<file path="src/rtl/bsg_piso_ready_and_tx.sv">
// Transmit-side serializer: accepts one wide word per ready_and handshake and
// emits it as els_p flits of width_p bits on a ready_and link with a last marker.
module bsg_piso_ready_and_tx #(
    parameter int width_p    = 8,
    parameter int els_p      = 4,
    parameter int hi_to_lo_p = 0,
    localparam int lg_els_lp = (els_p > 1) ? $clog2(els_p) : 1
) (
    input  logic                       clk_i,
    input  logic                       reset_n_i,
    input  logic                       v_i,
    input  logic [els_p*width_p-1:0]   data_i,
    output logic                       ready_and_o,
    output logic                       v_o,
    output logic [width_p-1:0]         data_o,
    output logic                       last_o,
    input  logic                       ready_and_i,
    output logic                       busy_o
);

    typedef enum logic [0:0] {
        IDLE = 1'b0,
        SEND = 1'b1
    } state_e;

    localparam logic [lg_els_lp-1:0] c_lastCnt = lg_els_lp'(els_p - 1);

    state_e                     r_state;
    state_e                     w_stateNext;
    logic [lg_els_lp-1:0]       r_cnt;
    logic [lg_els_lp-1:0]       w_cntNext;
    logic [els_p*width_p-1:0]   r_word;
    logic [els_p*width_p-1:0]   w_wordNext;
    logic                       w_send;
    logic                       w_last;
    logic                       w_xfer;
    logic                       w_accept;
    logic [lg_els_lp-1:0]       w_idx;
    logic [width_p-1:0]         w_flit;

    assign w_send   = (r_state == SEND);
    assign w_last   = w_send & (r_cnt == c_lastCnt);
    assign w_xfer   = w_send & ready_and_i;
    assign w_accept = v_i & ready_and_o;

    // Accepting on the last transfer lets a new word follow with no bubble.
    assign ready_and_o = (r_state == IDLE) | (w_xfer & w_last);
    assign v_o         = w_send;
    assign busy_o      = w_send;
    assign last_o      = w_last;

    assign w_idx = (hi_to_lo_p != 0) ? (c_lastCnt - r_cnt) : r_cnt;

    always_comb begin
        w_flit = '0;
        for (int k = 0; k < els_p; k++) begin
            if (w_idx == lg_els_lp'(k)) begin
                w_flit = r_word[k*width_p +: width_p];
            end
        end
    end

    assign data_o = w_send ? w_flit : '0;

    always_comb begin
        w_stateNext = r_state;
        w_cntNext   = r_cnt;
        w_wordNext  = r_word;
        unique case (r_state)
            IDLE: begin
                if (w_accept) begin
                    w_wordNext  = data_i;
                    w_cntNext   = '0;
                    w_stateNext = SEND;
                end
            end
            SEND: begin
                if (ready_and_i) begin
                    if (w_last) begin
                        w_cntNext = '0;
                        if (w_accept) begin
                            w_wordNext  = data_i;
                            w_stateNext = SEND;
                        end else begin
                            w_stateNext = IDLE;
                        end
                    end else begin
                        w_cntNext = r_cnt + lg_els_lp'(1);
                    end
                end
            end
            default: begin
                w_stateNext = IDLE;
            end
        endcase
    end

    always_ff @(posedge clk_i or negedge reset_n_i) begin
        if (!reset_n_i) begin
            r_state <= IDLE;
            r_cnt   <= '0;
            r_word  <= '0;
        end else begin
            r_state <= w_stateNext;
            r_cnt   <= w_cntNext;
            r_word  <= w_wordNext;
        end
    end

`ifndef SYNTHESIS
    logic r_stallPrev;

    always_ff @(posedge clk_i or negedge reset_n_i) begin
        if (!reset_n_i) begin
            r_stallPrev <= 1'b0;
        end else begin
            r_stallPrev <= v_o & ~ready_and_i;
        end
    end

    // A stalled flit must still be offered on the following cycle.
    always_ff @(posedge clk_i) begin
        if (reset_n_i) begin
            assert (width_p > 0);
            assert (els_p > 0);
            assert (!r_stallPrev || v_o);
        end
    end
`endif

endmodule

</file>
<file path="config.mk">
export PLATFORM = sky130hd
export DESIGN_NAME = bsg_piso_ready_and_tx
export DESIGN_NICKNAME = d
export VERILOG_FILES = /design/src/rtl/bsg_piso_ready_and_tx.sv
export SDC_FILE = /design/constraint.sdc
export NUM_CORES = 1
export LEC_CHECK = 0
export BUFFER_PORTS_ARGS = -buffer_cell sky130_fd_sc_hd__buf_4
export CAP_MARGIN = 20
export CORE_MARGIN = 3
export CORE_UTILIZATION = 55
export CTS_CLUSTER_DIAMETER = 120
export CTS_CLUSTER_SIZE = 20
export DETAILED_ROUTE_END_ITERATION = 10
export PLACE_DENSITY = 0.83
export SLEW_MARGIN = 10
export SYNTH_ARGS = -nofsm -noshare
export SYNTH_HDL_FRONTEND = slang
export SYNTH_SLANG_ARGS = --single-unit
</file>
<file path="constraint.sdc">
create_clock -name clk_i -period 4.3 [get_ports clk_i]
set_clock_uncertainty 0.15 [all_clocks]
set_input_delay 0.645 -clock clk_i [delete_from_list [all_inputs] [get_ports clk_i]]
set_output_delay 0.645 -clock clk_i [all_outputs]
set_load 0.02 [all_outputs]
</file>
After elaboration in Yosys (flattened, before gate mapping). Index checks and enable logic that the tools add are counted.

Register bits: 35. Bits in latches: 0. RAM bits: 0. ROM bits: 0. Bits of input ports: 36. Output and inout bits: 12. Word-level logic and storage cells: 36. Memories: 0.

$add $sub $neg: 1. $mul: 0. Divide/modulo/power cells: 0. Order comparisons: 0. Equal/unequal tests: 6. Shift operators: 0. Mux-type cells: 17. Bitwise logic cells: 6. Reductions and logical operators: 3.

Operator list (number): $mux 32 (3); $pmux 32 s2 (1); $mux 8 (5); $mux 2 (3); $and 1x1->1 (4); $eq 2x2->1 const B (2); $ne 2x2->1 const B (2); $pmux 2 s2 (1); $reduce_and 2->1 (2); $mux 1 (3); $add 2x1->2 const B (1); $eq 2x1->1 const B (1); $logic_not 2->1 (1); $ne 2x1->1 const B (1); $pmux 1 s2 (1); $not 1->1 (1); $or 1x1->1 (1).

Longest topological paths before layout. Gate-level depths: netlist (run 1).

Depth in word-level cells: 9. Mapped depth: 7.

Worst setup path after synthesis (run 1). No wires, ideal clock.

Kind: reg-to-output. From: register r_cnt[0]. To: output data_o[0]. Arrival time: 1.661 ns. Data required time: 3.505 ns. Slack: 1.844 ns. Stages on the path, launching flop included: 7. Path buffers: 2. Cells stage by stage: dfrtp_1 -> ha_1 -> buf_2 -> nor2b_1 -> clkbuf_1 -> a221oi_1 -> o21ai_0.

Cells in the longest elaborated chain, start to end: 6. Elaborated cells between the ends (all ways): 9.

RTL lines: start, declared (line 30) `logic [lg_els_lp-1:0] r_cnt;`; start signal, assigned (line 105) `r_cnt <= w_cntNext;`; $logic_not 2->1 (line 57) `if (w_idx == lg_els_lp'(k)) begin`; $mux 8 (3 in a row) (line 57); $mux 8 (*) (line 57); $mux 8 (*) (line 63) `assign data_o = w_send ? w_flit : '0;`; end, declared (line 15) `output logic [width_p-1:0] data_o,`.

Every way passes the cells marked *; elsewhere a longest branch is shown, timed or not.

Worst setup path after layout (run 1).
From: register r_cnt[1]. To: output data_o[0].

The elaborated chain is that of the path after synthesis.

==> impl_results.md, run 1 <==
- Most common cell after layout, fill and taps aside: buf_4
- Critical Path Fanout Max: 10
- Critical path class: register to primary output
- Antenna cells: 0
- Synthesis-to-finish area growth: 22.2%
- Final Hold Vio Count: 0
- CP Cell Sequence: inv_1 -> ha_1 -> nor2b_1 -> a221oi_1 -> o21ai_0 -> buf_4
- Fin crit period: 2.93 ns
- Critical path's largest stage delay: 0.46 ns
- Largest net degree at the start of global routing: 36
- Share of layout cells above drive strength 1: 51.4%
- Drt pass-1 iters: 4
- Grt ovf: 0
- Setup violations, final: 0
- Syn Nets: 168
- Initial core utilization: 57.9%
- Worst path bufs/invs: 2
- Status: completed
- Die W: ~63 um
- Tcrit/Tclk final: 68.2%
- Pre-CTS setup slack: 1.74 ns
- Final worst slack: roughly 1.4 ns
- Synth Area in XOR/XNOR: 0%
- Sequential share of the synthesized area: 49.1%
- TritonCTS clock tree: built
- Setup bufs post-CTS: 0
- Overall Power: 1.54 mW
- Total GRT Usage: 21.1%
- Largest family of logic cells by synthesized area: multiplexers
- Cells after synthesis: 128
- Core box area: 3080 um2
- Worst Max-Slew Pin Slew: 0.500 ns
- Final wirelength: ~3.7 mm
- Unique cell type count in the Yosys netlist: 20
- H-tree Lvls: 2
- Layout filler cell count: approximately 230
- First-pass GRT wire length: 6.29 mm
- Routability cong.: around 0.76
- Hold Buf Count CTS: 0
- Peak VDD IR: 0.336 mV
- CP Capture Type: primary output
- Vias in the first global route: 1282
- Top Ports: between 40 and 50
- Clock slew at reported path FFs: roughly 0.1 ns
- Antenna-violating nets left: 0
- Simple-Gate Fraction of Synth Area: under 10%
- Row count: 20
- PortBufs: 47
- Die area: roughly 4000 um2
- Fin nets: 214
- WP data required: 3.50 ns
- Initial antenna violation count: 0
- Rel. slew slack: 66.6%
- Slew Viols, Final: 0
- CP max stage cell: nor2b_1
- P_leak: 1.11 nW
- Number of CTS-inserted buffers: 5
- Synth Register Bits: 35
- Die height: 62.9 um
- Vias/cell: 5.34
- Cell family with most CP delay: simple AND/OR/NAND/NOR gates
- PD cells: 706 nW/um2
- Mux cell area share after synthesis: between 20 and 30%
- Max Cap Viol: 0
- Routed len/inst: 16.9 um
- HP Class: primary input to asynchronous set/reset pin
- Most frequent cells in the layout: 47 x buf_4, 35 x dfrtp_1, 30 x mux2_4
- Clk Tree Root Cell: clkbuf_4
- Arrival @ worst endpoint: 2.14 ns
- Synth Area in Adders: 2.81%
- Worst skew pair latency: 0.34 ns
- Final setup TNS: 0 ns
- CTS Sinks: 35
- DRC viols: 0
- Hpwl dp: 2.73 mm
- Fmax: 341 MHz
- Yosys synthesis warning count: 0
- Syn_area_per_cell: 13.9 um2
- Vias: 1169
- Clock buffer depth: 2
- RSZ-0062 raised after global routing: false
- Kind of start point of the critical path: register
- Mapped Area: 1780 um2
- Post-cts resize count: 0
- Compound-Gate Fraction of Synth Area: 9.89%
- Initial DRC count: 59
power by group:
| part | total, mW | switching [mW] | leakage [nW] | internal [mW] |
|---|---|---|---|---|
| Combinational | 0.734 | 0.322 | 0.652 | 0.412 |
| Clock | 0.206 | 0.111 | 0.0375 | 0.0955 |
| Sequential | 0.598 | 0.108 | 0.418 | 0.490 |
| Total | 1.54 | 0.541 | 1.11 | 0.997 |
synth_stat cells (all sizes together):
master | count | area, um2
a21bo | 1 | 16.3
a221oi | 8 | 70.1
and2 | 1 | 7.51
buf | 5 | 72.6
clkbuf | 3 | 11.3
dfrtp | 35 | 876
ha | 4 | 50.1
inv | 3 | 11.3
mux2 | 32 | 473
mux2i | 1 | 10.0
nand2 | 11 | 57.6
nand2b | 1 | 6.26
nand3 | 1 | 5.00
nor2b | 3 | 18.8
o21ai | 18 | 90.1
or2b | 1 | 7.51
area by class of cell:
| class | count | area (um2) | area share, % |
|---|---|---|---|
| clock buffer | 7 | 65.1 | 2.99 |
| multi-input combinational | 82 | 812 | 37.3 |
| clock inverter | 1 | 7.51 | 0.344 |
| tap | 44 | 55.1 | 2.53 |
| inverter | 3 | 11.3 | 0.517 |
| sequential | 35 | 876 | 40.2 |
| timing repair buffer | 47 | 353 | 16.2 |
worst paths after layout:
kind | start | to | slack [ns] | depth (start not counted)
max in group asynchronous | reset_n_i | r_word[9] | 3.60 | 1
worst max-delay path | r_cnt[1] | data_o[0] | 1.37 | 6
worst max register to register | r_cnt[0] | r_word[6] | 2.41 | 4
worst min register to register | r_word[22] | r_word[22] | 0.36 | 1
min in group clk_i | r_word[22] | r_word[22] | 0.36 | 1
worst min-delay path | reset_n_i | r_word[4] | 0.08 | 1
flip-flops by register name, indices dropped and copies added (netlist names):
signal	count
r_cnt	2
busy_o	1
r_word	32
through the flow:
stage / area (um2) / util (%) / hold slack [ns] / instances
global placement: 2110 / 68.5 / 0.342 / 211
floorplan: 1780 / - / 0.199 / 128
detailed placement: 2110 / 68.5 / 0.339 / 211
global route: 2180 / 70.8 / 0.0987 / 219
finish: 2180 / 70.8 / 0.0788 / 219
CTS: 2180 / 70.8 / 0.0819 / 219
logic make-up after synthesis:
logic type	Yosys count
AO/OA/AOI/OAI	27
adder cells (fa/ha/maj)	4
buffers and inverters	11
flip-flops	35
multiplexers	33
AND/OR/NAND/NOR	18
per-layer routing:
| metal | vias up | track usage, % | wire [um] |
|---|---|---|---|
| met1 | 578 | 25.6 | 1510 |
| met4 | 0 | 6.89 | 72 |
| met5 | - | 0 | 0 |
| met3 | 7 | 7.73 | 205 |
| li1 | 547 | - | - |
| met2 | 37 | 34.5 | 1920 |
Note: power is estimated with default switching activity, not from simulation.
==> run 2: changes to the inputs <==
--- a/config.mk
+++ b/config.mk
@@ -8,11 +8,11 @@
 export BUFFER_PORTS_ARGS = -buffer_cell sky130_fd_sc_hd__buf_4
 export CAP_MARGIN = 20
 export CORE_MARGIN = 3
-export CORE_UTILIZATION = 55
+export CORE_UTILIZATION = 52
 export CTS_CLUSTER_DIAMETER = 120
 export CTS_CLUSTER_SIZE = 20
 export DETAILED_ROUTE_END_ITERATION = 10
-export PLACE_DENSITY = 0.83
+export PLACE_DENSITY = 0.79
 export SLEW_MARGIN = 10
 export SYNTH_ARGS = -nofsm -noshare
 export SYNTH_HDL_FRONTEND = slang
==> constraint.sdc (replaced) <==
create_clock -name clk_i -period 2.9 [get_ports clk_i]
set_clock_uncertainty 0.15 [all_clocks]
set_input_delay 0.435 -clock clk_i [delete_from_list [all_inputs] [get_ports clk_i]]
set_output_delay 0.435 -clock clk_i [all_outputs]
set_load 0.02 [all_outputs]
==> impl_results.md, run 2 (synthesis results as in run 1) <==
- Vias/cell: 5.42 (+1.6%)
- Vias in the first global route: 1267 (-1.2%)
- Kind of start point of the critical path: register
- Row count: 20 (unchanged)
- Max FFs per register: 32 (unchanged)
- Final setup TNS: 0 ns (unchanged)
- Overall Power: 2.36 mW (+53%)
- Antenna cells: 0 (unchanged)
- Total GRT Usage: 20.0% (-1.1 points)
- Fin crit period: 2.64 ns
- Post-layout util: 70.0% (-0.77 points)
- CP Capture Type: primary output
- Arrival @ worst endpoint: 2.05 ns (-0.09 ns)
- Initial core utilization: 56.5% (-1.4 points)
- Psw: 0.812 mW (+50%)
- Final Hold Vio Count: 0 (unchanged)
- Worst Max-Slew Pin Slew: 0.428 ns (-0.0717 ns)
- Most common cell after layout, fill and taps aside: buf_4
- Clk pwr share: 15.7% (+2.3 points)
- Clock slew at reported path FFs: 0.12 ns (+0.02 ns)
- Flop pwr share: 37.4% (-1.5 points)
- Largest net degree at the start of global routing: 36 (unchanged)
- Combinational Power Share: 46.9% (-0.8 points)
- Grt ovf: 0 (unchanged)
- Sw Share: 34.4% (-0.75 points)
- Worst skew pair latency: 0.34 ns (about the same)
- Slew Viols, Final: 0 (unchanged)
- Top Ports: 48 (unchanged)
- Cells after DPL: 211 (unchanged)
- Die area: 4170 um2 (+5.2%)
- Largest reg by FF count: r_word
- Final wirelength: 3.65 mm (-1.3%)
- Fmax: 379 MHz
- Final worst slack: 0.262 ns (-1.11 ns)
- Critical Path Fanout Max: 10 (unchanged)
- H-tree Lvls: 2 (unchanged)
- HP Class: primary input to register
- Initial antenna violation count: 0 (unchanged)
- Critical path class: register to primary output
- Tcrit/Tclk final: roughly nine tenths
- Number of CTS-inserted buffers: 5 (unchanged)
- CTS Sinks: 35 (unchanged)
- Share of layout cells above drive strength 1: 52.3% (+0.84 points)
- Die height: 64.6 um (+2.6%)
- Hpwl dp: 2.61 mm (-4.2%)
- Peak VDD IR: 0.458 mV (+36%)
- PD cells: 1070 nW/um2 (+51%)
- Clock buffer depth: 2 (unchanged)
- DRC viols: 0 (unchanged)
- RSZ-0062 raised after global routing: false
- Antenna-violating nets left: 0 (unchanged)
- Layout filler cell count: 249 (+6.9%)
- Rel. slew slack: 71.4% (+4.8 points)
- Clk Tree Root Cell: clkbuf_4
- P_leak: 1.13 nW (+1.6%)
- Routability cong.: 0.875 (+16%)
- Vias: 1193 (+2.1%)
- Max Cap Viol: 0 (unchanged)
- Power Internal: 1.55 mW (+55%)
- First-pass GRT wire length: 6.29 mm (unchanged)
- Most frequent cells in the layout: 47 x buf_4, 35 x dfrtp_1, 30 x mux2_4
- Core box area: 3150 um2 (+2.4%)
- Routed len/inst: 16.6 um (-1.8%)
- Fin nets: 215 (+0.47%)
- Setup violations, final: 0 (unchanged)
- Setup bufs post-CTS: 0 (unchanged)
- Die W: 64.6 um (+2.6%)
- Synthesis-to-finish area growth: 23.9%
- Final non-filler cell total: 220 (+0.46%)
- Status: completed
- Initial DRC count: 70 (+19%)
- WP data required: 2.32 ns (-1.18 ns)
- Pre-CTS setup slack: 0.558 ns (-1.18 ns)
- PortBufs: 47 (unchanged)
- Drt pass-1 iters: 4 (unchanged)
- TritonCTS clock tree: built
-- run 2: changes by cell type in the layout (fill, tap and decap cells not counted) --
cell | before | now
bufinv_16 | 0 | 1
clkbuf_8 | 2 | 1
clkinv_2 | 0 | 1
clkinvlp_4 | 1 | 0
dlygate4sd3_1 | 0 | 1
nor2b_1 | 3 | 1
nor2b_2 | 0 | 2
-- run 2: what timing repair did --
action                                  in CTS  in global routing
hold buffers                                 1                  0
hold endpoints to repair                    35                  0
resized for setup                            0                  2
endpoints found under the setup margin       0                  6
-- run 2: cell type report --
class / count / area (um2) / area share, %
Inverter: 3 / 11.3 / 0.510
Clock inverter: 2 / 35.0 / 1.59
Multi-Input combinational cell: 82 / 817 / 37.0
Sequential cell: 35 / 876 / 39.7
Tap cell: 44 / 55.1 / 2.49
Clock buffer: 6 / 51.3 / 2.32
Timing Repair Buffer: 48 / 363 / 16.4
-- run 2: metrics by stage --
stage / instance area (um2) / hold slack [ns]
after floorplan: 1780 / -0.0106
after global placement: 2110 / 0.246
after detailed placement: 2110 / 0.259
after CTS: 2200 / 0.146
after global routing: 2210 / 0.127
final: 2210 / 0.153
-- run 2: power by group through the flow --
stage	Sequential, mW	Clock (mW)	Combinational (mW)
5_1_grt	0.914	0.407	1.20
3_5_place_dp	0.890	0	1.09
3_3_place_gp	0.879	0	1.06
6_report	0.882	0.370	1.10
4_1_cts	0.882	0.377	1.10
2_1_floorplan	0.833	0	0.811
-- run 2: worst paths after layout --
check | cells after the start | slack (ns) | end | from
max in group asynchronous | 2 | 1.87 | r_word[29] | reset_n_i
min in group asynchronous | 2 | 0.41 | r_word[20] | reset_n_i
hold reg to reg | 1 | 0.37 | r_word[22] | r_word[22]
setup reg to reg | 4 | 0.99 | r_word[6] | r_cnt[0]
hold / removal | 2 | 0.15 | r_word[21] | data_i[21]
setup / recovery | 6 | 0.26 | data_o[5] | r_cnt[1]
-- run 2: per-layer routing --
| layer | vias to the layer above | global-route usage [%] | part of all wire, % |
|---|---|---|---|
| met1 | 577 | 24.1 | 41 |
| met2 | 57 | 32.3 | 48 |
| met5 | - | 0 | 0 |
| li1 | 551 | - | - |
| met4 | 0 | 6.60 | 1.5 |
| met3 | 8 | 8.32 | 9.4 |
-- run 2: critical path: stages (launching register included) --
cell,delay [ns]
dfrtp_1,0.43
inv_1,0.10
ha_1,0.37
nor2b_2,0.15
a221oi_1,0.32
o21ai_0,0.16
buf_4,0.18
